### config.mk
export PLATFORM = sky130hd
export DESIGN_NAME = irda_tx_scheduler
export DESIGN_NICKNAME = d
export VERILOG_FILES = /design/src/rtl/irda_pkg.sv /design/src/rtl/irda_rr_arbiter.sv /design/src/rtl/irda_tx_scheduler.sv
export SDC_FILE = /design/constraint.sdc
export NUM_CORES = 1
export LEC_CHECK = 0
export CAP_MARGIN = 20
export CORE_ASPECT_RATIO = 0.7
export CORE_MARGIN = 2
export CORE_UTILIZATION = 45
export DETAILED_ROUTE_END_ITERATION = 10
export PLACE_DENSITY = 0.9
export RECOVER_POWER = 25
export SETUP_SLACK_MARGIN = 0.4
export SYNTH_ARGS = -nofsm -noshare
export SYNTH_HDL_FRONTEND = slang
export SYNTH_SLANG_ARGS = --single-unit
### constraint.sdc
create_clock -name iCLK -period 4.7 [get_ports iCLK]
set_clock_uncertainty 0.05 [all_clocks]
set_input_delay 0.47 -clock iCLK [delete_from_list [all_inputs] [get_ports iCLK]]
set_output_delay 0.47 -clock iCLK [all_outputs]
set_load 0.005 [all_outputs]
### src/rtl/irda_pkg.sv
// Shared definitions for the IrDA transmit path: scheduler state encoding,
// NEC timing constants at 50 MHz and a grant-index width helper.
package irda_pkg;

   typedef enum logic [2:0] {
      ST_IDLE      = 3'd0,
      ST_LAUNCH    = 3'd1,
      ST_WAIT_BUSY = 3'd2,
      ST_WAIT_DONE = 3'd3,
      ST_GAP       = 3'd4
   } sched_state_t;

   // NEC frame timing in 50 MHz clock cycles
   localparam int unsigned NEC_GUIDE_HIGH = 450000;
   localparam int unsigned NEC_GUIDE_LOW  = 225000;
   localparam int unsigned NEC_PULSE      = 28125;
   localparam int unsigned NEC_GAP0       = 28125;
   localparam int unsigned NEC_GAP1       = 84375;
   localparam int unsigned NEC_FRAME_GAP  = 2000000;

   function automatic int unsigned id_width(input int unsigned n);
      return (n > 1) ? $clog2(n) : 1;
   endfunction

endpackage

### src/rtl/irda_rr_arbiter.sv
// Combinational round-robin picker: first asserted request scanning upward
// from the slot after the last grant, wrapping around.
module irda_rr_arbiter
   import irda_pkg::*;
#(
   parameter  int unsigned N_REQ = 2,
   localparam int unsigned IW    = id_width(N_REQ)
) (
   input  logic [N_REQ-1:0] req,
   input  logic [IW-1:0]    last,
   output logic [IW-1:0]    grant,
   output logic             valid
);

   logic [IW-1:0] idx;

   // Scan from the farthest slot inward so the nearest hit is written last.
   always_comb begin
      grant = '0;
      valid = 1'b0;
      idx   = '0;
      for (int k = N_REQ; k >= 1; k--) begin
         idx = IW'((int'(last) + k) % int'(N_REQ));
         if (req[idx]) begin
            grant = idx;
            valid = 1'b1;
         end
      end
   end

endmodule

### src/rtl/irda_tx_scheduler.sv
// Round-robin scheduler sharing one NEC IrDA transmitter between requesters.
// Define IRDA_SCHED_TIMEOUT_EN to abort WAIT_BUSY after BUSY_TIMEOUT cycles.
//
// state        | meaning
// IDLE         | waiting for a request while the transmitter is idle
// LAUNCH       | frame latched, oTX_START held high
// WAIT_BUSY    | waiting for the transmitter to raise busy
// WAIT_DONE    | frame on air, waiting for busy to fall
// GAP          | enforcing the inter-frame gap
module irda_tx_scheduler
   import irda_pkg::*;
#(
   parameter  int unsigned N_REQ        = 2,
   parameter  int unsigned START_CYCLES = 4,
   parameter  int unsigned GAP_CYCLES   = NEC_FRAME_GAP,
   parameter  int unsigned BUSY_TIMEOUT = 256,
   localparam int unsigned IW           = id_width(N_REQ)
) (
   input  logic                 iCLK,
   input  logic                 iRST,
   input  logic [N_REQ-1:0]     iREQ,
   input  logic [32*N_REQ-1:0]  iREQ_DATA,
   output logic [N_REQ-1:0]     oACK,
   output logic [N_REQ-1:0]     oDONE,
   output logic [IW-1:0]        oGRANT_ID,
   output logic                 oSCHED_BUSY,
   output logic [31:0]          oTX_DATA,
   output logic                 oTX_START,
   input  logic                 iTX_BUSY,
   output logic                 oERR
);

   localparam int unsigned TMR_MAX = (GAP_CYCLES > START_CYCLES) ? GAP_CYCLES : START_CYCLES;
   localparam int unsigned TW      = $clog2(TMR_MAX + 1);

   sched_state_t     state, state_nxt;
   logic [TW-1:0]    tmr, tmr_nxt;
   logic [IW-1:0]    ptr, ptr_nxt;
   logic [IW-1:0]    gid_nxt;
   logic [31:0]      data_nxt;
   logic [N_REQ-1:0] ack_nxt, done_nxt;
   logic             start_nxt;
   logic [IW-1:0]    arb_grant;
   logic             arb_valid;

`ifdef IRDA_SCHED_TIMEOUT_EN
   localparam int unsigned TO_W = $clog2(BUSY_TIMEOUT + 1);
   logic [TO_W-1:0] to_cnt, to_nxt;
   logic            err_q, err_nxt;
`else
   logic unused_timeout;
   assign unused_timeout = ^BUSY_TIMEOUT;
`endif

   irda_rr_arbiter #(.N_REQ(N_REQ)) u_arb (
      .req   (iREQ),
      .last  (ptr),
      .grant (arb_grant),
      .valid (arb_valid)
   );

   assign oSCHED_BUSY = (state != ST_IDLE);

   always_ff @(posedge iCLK) begin
      if (iRST) begin
         state     <= ST_IDLE;
         tmr       <= '0;
         ptr       <= IW'(N_REQ - 1);
         oGRANT_ID <= '0;
         oTX_DATA  <= '0;
         oACK      <= '0;
         oDONE     <= '0;
         oTX_START <= 1'b0;
      end else begin
         state     <= state_nxt;
         tmr       <= tmr_nxt;
         ptr       <= ptr_nxt;
         oGRANT_ID <= gid_nxt;
         oTX_DATA  <= data_nxt;
         oACK      <= ack_nxt;
         oDONE     <= done_nxt;
         oTX_START <= start_nxt;
      end
   end

`ifdef IRDA_SCHED_TIMEOUT_EN
   always_ff @(posedge iCLK) begin
      if (iRST) begin
         to_cnt <= '0;
         err_q  <= 1'b0;
      end else begin
         to_cnt <= to_nxt;
         err_q  <= err_nxt;
      end
   end
   assign oERR = err_q;
`else
   assign oERR = 1'b0;
`endif

   always_comb begin
      state_nxt = state;
      tmr_nxt   = tmr;
      ptr_nxt   = ptr;
      gid_nxt   = oGRANT_ID;
      data_nxt  = oTX_DATA;
      ack_nxt   = '0;
      done_nxt  = '0;
      start_nxt = 1'b0;
`ifdef IRDA_SCHED_TIMEOUT_EN
      to_nxt    = to_cnt;
      err_nxt   = 1'b0;
`endif
      case (state)
         // never grant into a transmitter that is still finishing a frame
         ST_IDLE: begin
            if (arb_valid && !iTX_BUSY) begin
               state_nxt          = ST_LAUNCH;
               data_nxt           = iREQ_DATA[32*int'(arb_grant) +: 32];
               ack_nxt[arb_grant] = 1'b1;
               gid_nxt            = arb_grant;
               ptr_nxt            = arb_grant;
               start_nxt          = 1'b1;
               tmr_nxt            = TW'(START_CYCLES - 1);
            end
         end
         ST_LAUNCH: begin
            if (tmr == '0) begin
               state_nxt = ST_WAIT_BUSY;
`ifdef IRDA_SCHED_TIMEOUT_EN
               to_nxt    = TO_W'(BUSY_TIMEOUT - 1);
`endif
            end else begin
               tmr_nxt   = tmr - TW'(1);
               start_nxt = 1'b1;
            end
         end
         ST_WAIT_BUSY: begin
            if (iTX_BUSY) begin
               state_nxt = ST_WAIT_DONE;
`ifdef IRDA_SCHED_TIMEOUT_EN
            end else if (to_cnt == '0) begin
               err_nxt             = 1'b1;
               done_nxt[oGRANT_ID] = 1'b1;
               state_nxt           = ST_GAP;
               tmr_nxt             = TW'(GAP_CYCLES);
            end else begin
               to_nxt = to_cnt - TO_W'(1);
`endif
            end
         end
         ST_WAIT_DONE: begin
            if (!iTX_BUSY) begin
               done_nxt[oGRANT_ID] = 1'b1;
               state_nxt           = ST_GAP;
               tmr_nxt             = TW'(GAP_CYCLES);
            end
         end
         ST_GAP: begin
            if (tmr == '0) state_nxt = ST_IDLE;
            else           tmr_nxt   = tmr - TW'(1);
         end
         default: begin
            state_nxt = ST_IDLE;
            tmr_nxt   = '0;
            ptr_nxt   = IW'(N_REQ - 1);
            gid_nxt   = '0;
            data_nxt  = '0;
`ifdef IRDA_SCHED_TIMEOUT_EN
            to_nxt    = '0;
`endif
         end
      endcase
   end

endmodule

==> flow_summary.yaml <==
clocking:
  clk_pin_slew_ns: 0.06
  clockBufferDepth: 2
  cts_hold_buf: 0
  postCtsSetupBuffers: 0
  cts_tree: "yes"
  clock_sink_count: 63
  cts_root_buf: "clkbuf_8"
  htreeDepth: 3
  cts_buffers: 9
  post_cts_resized: 0
  insertion_delay_ns: 0.34
timing:
  fin_crit_ns: 2.78
  fin_hold_ws_ns: 0.434
  rsz0062_at_grt: "no"
  setup-violations-final: 0
  maxSlewViolCount: 51
  final_hold_viol_count: 0
  worst_slew_margin_rel_pct: -49.1
  setup_tns_ns: 0
  setup_slack_ns: 1.92
  fmax_mhz: 360
  worst_pin_slew_ns: 2.24
  fin_crit_sh_pct: 59.2
global_routing:
  grt_use_total_pct: 22.3
  first_global_vias: 2902
  grt_overflow: 0
  grt_max_degree: 69
  grt_pass1_wl_um: 13200
  grt_antenna_before_repair: 0
pwr:
  power.leakage_nw: 1.71
  p_total_mw: 2.91
  p_per_area_nw_per_um2: 659
  vdd_drop_max_mv: 0.377
floorplanning:
  fp-row-count: 25
  die_h_um: 73.3
  die_x_um: 103
  start_util_pct: 46.1
  ioPinCount: 109
  core-area_sq_um: 6690
  die-area_sq_um: 7550
cells_and_area:
  final_common_cell: "clkdlybuf4s50_1"
  fin_nets: 539
  mostFrequentLayoutCells: "clkdlybuf4s50_1, dfxtp_1, nor2_1"
  finalInstanceArea_sq_um: 4420
  diodes: 0
  area_growth_pct: 43.2
  stdcell_count: 566
  fin_util_pct: 66.1
  drive_gt1_share_pct: 5.51
yosys:
  ys_types: 47
  postSynthCellCount: 376
  ys_dominant_reg_cell: "dfxtp_1"
  ys_ff_latch: 63
  avgSynthCellArea_sq_um: 8.21
  syn-cell-area_sq_um: 3090
  yosysSeqAreaShare_pct: 40.8
  synth_nets: 447
  yosys_warnings: 0
  synth_edf_count: 0
  synthArstFlopShare_pct: 0
worst_setup_path:
  end_kind: "register"
  worstSetupPathType: "reg2reg"
  arrival_ns: 2.85
  cp-start-kind: "register"
  path_max_fanout: 5
  required_ns: 4.77
hold_path:
  min_path_type: "reg2reg"
flow_run:
  maxCapViolations: 1
route:
  drtAntennaViolNets: 0
  post_drt_wl_per_cell_um: 14.3
  drtIter0Drc: 148
  routed-via-count: 3067
  drtPass1Iterations: 5
  viasPerCell: 5.42
  routed_wl_um: 8070
  drc: 0
place:
  hpwlAfterDp_um: 5750
  place_congestion: 0.901
  postPlaceCellArea_sq_um: 4180
  place_ws_ns: 1.65
  io_buffer_count: 107
  dp_cells: 549
outcome:
  violations: "capacitance limit, slew limit"
  status: "complete, but fails checks"
logic make-up (layout without fill, tap and decap cells):
logic type / Yosys count / in the layout / share of synthesized area, %
AOI/OAI and AO/OA: 74 / 74 / 14.5
xor gates and xnor gates: 13 / 13 / 3.69
adders and majority gates: 3 / 3 / 1.13
buffers and inverters: 35 / 131 / 4.98
DFF: 63 / 63 / 40.8
muxes: 32 / 32 / 10.4
other: 1 / 1 / 0.121
and+or+nand+nor: 155 / 155 / 24.4
routing by layer:
metal / GRT usage, % / part of all wire (%)
met2: 38.0 / 47
met5: 0 / 0
met4: 8.48 / 1.6
met3: 6.76 / 9.0
met1: 26.6 / 43
synth_stat cells, drive strengths merged, types with 4 or more instances:
| library cell | instances | share of area (%) |
|---|---|---|
| dfxtp | 63 | 41 |
| nor2 | 57 | 6.9 |
| nor3 | 46 | 7.5 |
| a21oi | 44 | 7.1 |
| mux2i | 32 | 10 |
| clkbuf | 25 | 3.1 |
| xnor2 | 11 | 3.1 |
| nand2 | 10 | 1.2 |
| o21ai | 10 | 1.6 |
| nor4 | 9 | 1.8 |
| buf | 6 | 1.4 |
| or3 | 6 | 1.2 |
| nand2b | 5 | 1.0 |
| inv | 4 | 0.49 |
path summary, 6_finish.rpt:
kind         cells after the start           end    startpoint  slack (ns)
max reg2reg                      6        tmr[7]        tmr[2]        1.92
max                              6        tmr[7]        tmr[2]        1.92
min                              2  oTX_DATA[18]  oTX_DATA[18]        0.43
min reg2reg                      2  oTX_DATA[18]  oTX_DATA[18]        0.43
area by class of cell:
cell class                      count  area, sq um
Clock buffer                       11          141
Multi-Input combinational cell    278         1690
Inverter                            4         15.0
Timing Repair Buffer              112         1130
Clock inverter                      4         70.1
Sequential cell                    63         1260
Fill cell                         560         2270
Tap cell                           94          118
critical path, cell delays in order, from the launching register on:
cell	delay (ns)
dfxtp_1	0.35
nor4_1	0.60
nand4_1	0.39
o31ai_1	0.66
nand3_1	0.27
o21ai_0	0.14
a21oi_1	0.09
state kept, by name (all words and copies together) (netlist names):
| name | count |
|---|---|
| oTX_DATA | 32 |
| tmr | 21 |
| state | 3 |
| oACK | 2 |
| oDONE | 2 |
| oGRANT_ID | 1 |
| oTX_START | 1 |
| ptr | 1 |
where the power goes:
part           switching [mW]  total (mW)  internal, mW
sequential              0.147       0.841         0.695
clock                   0.196       0.505         0.308
combinational           0.892        1.57         0.676
(Power assumes the default switching activity.)
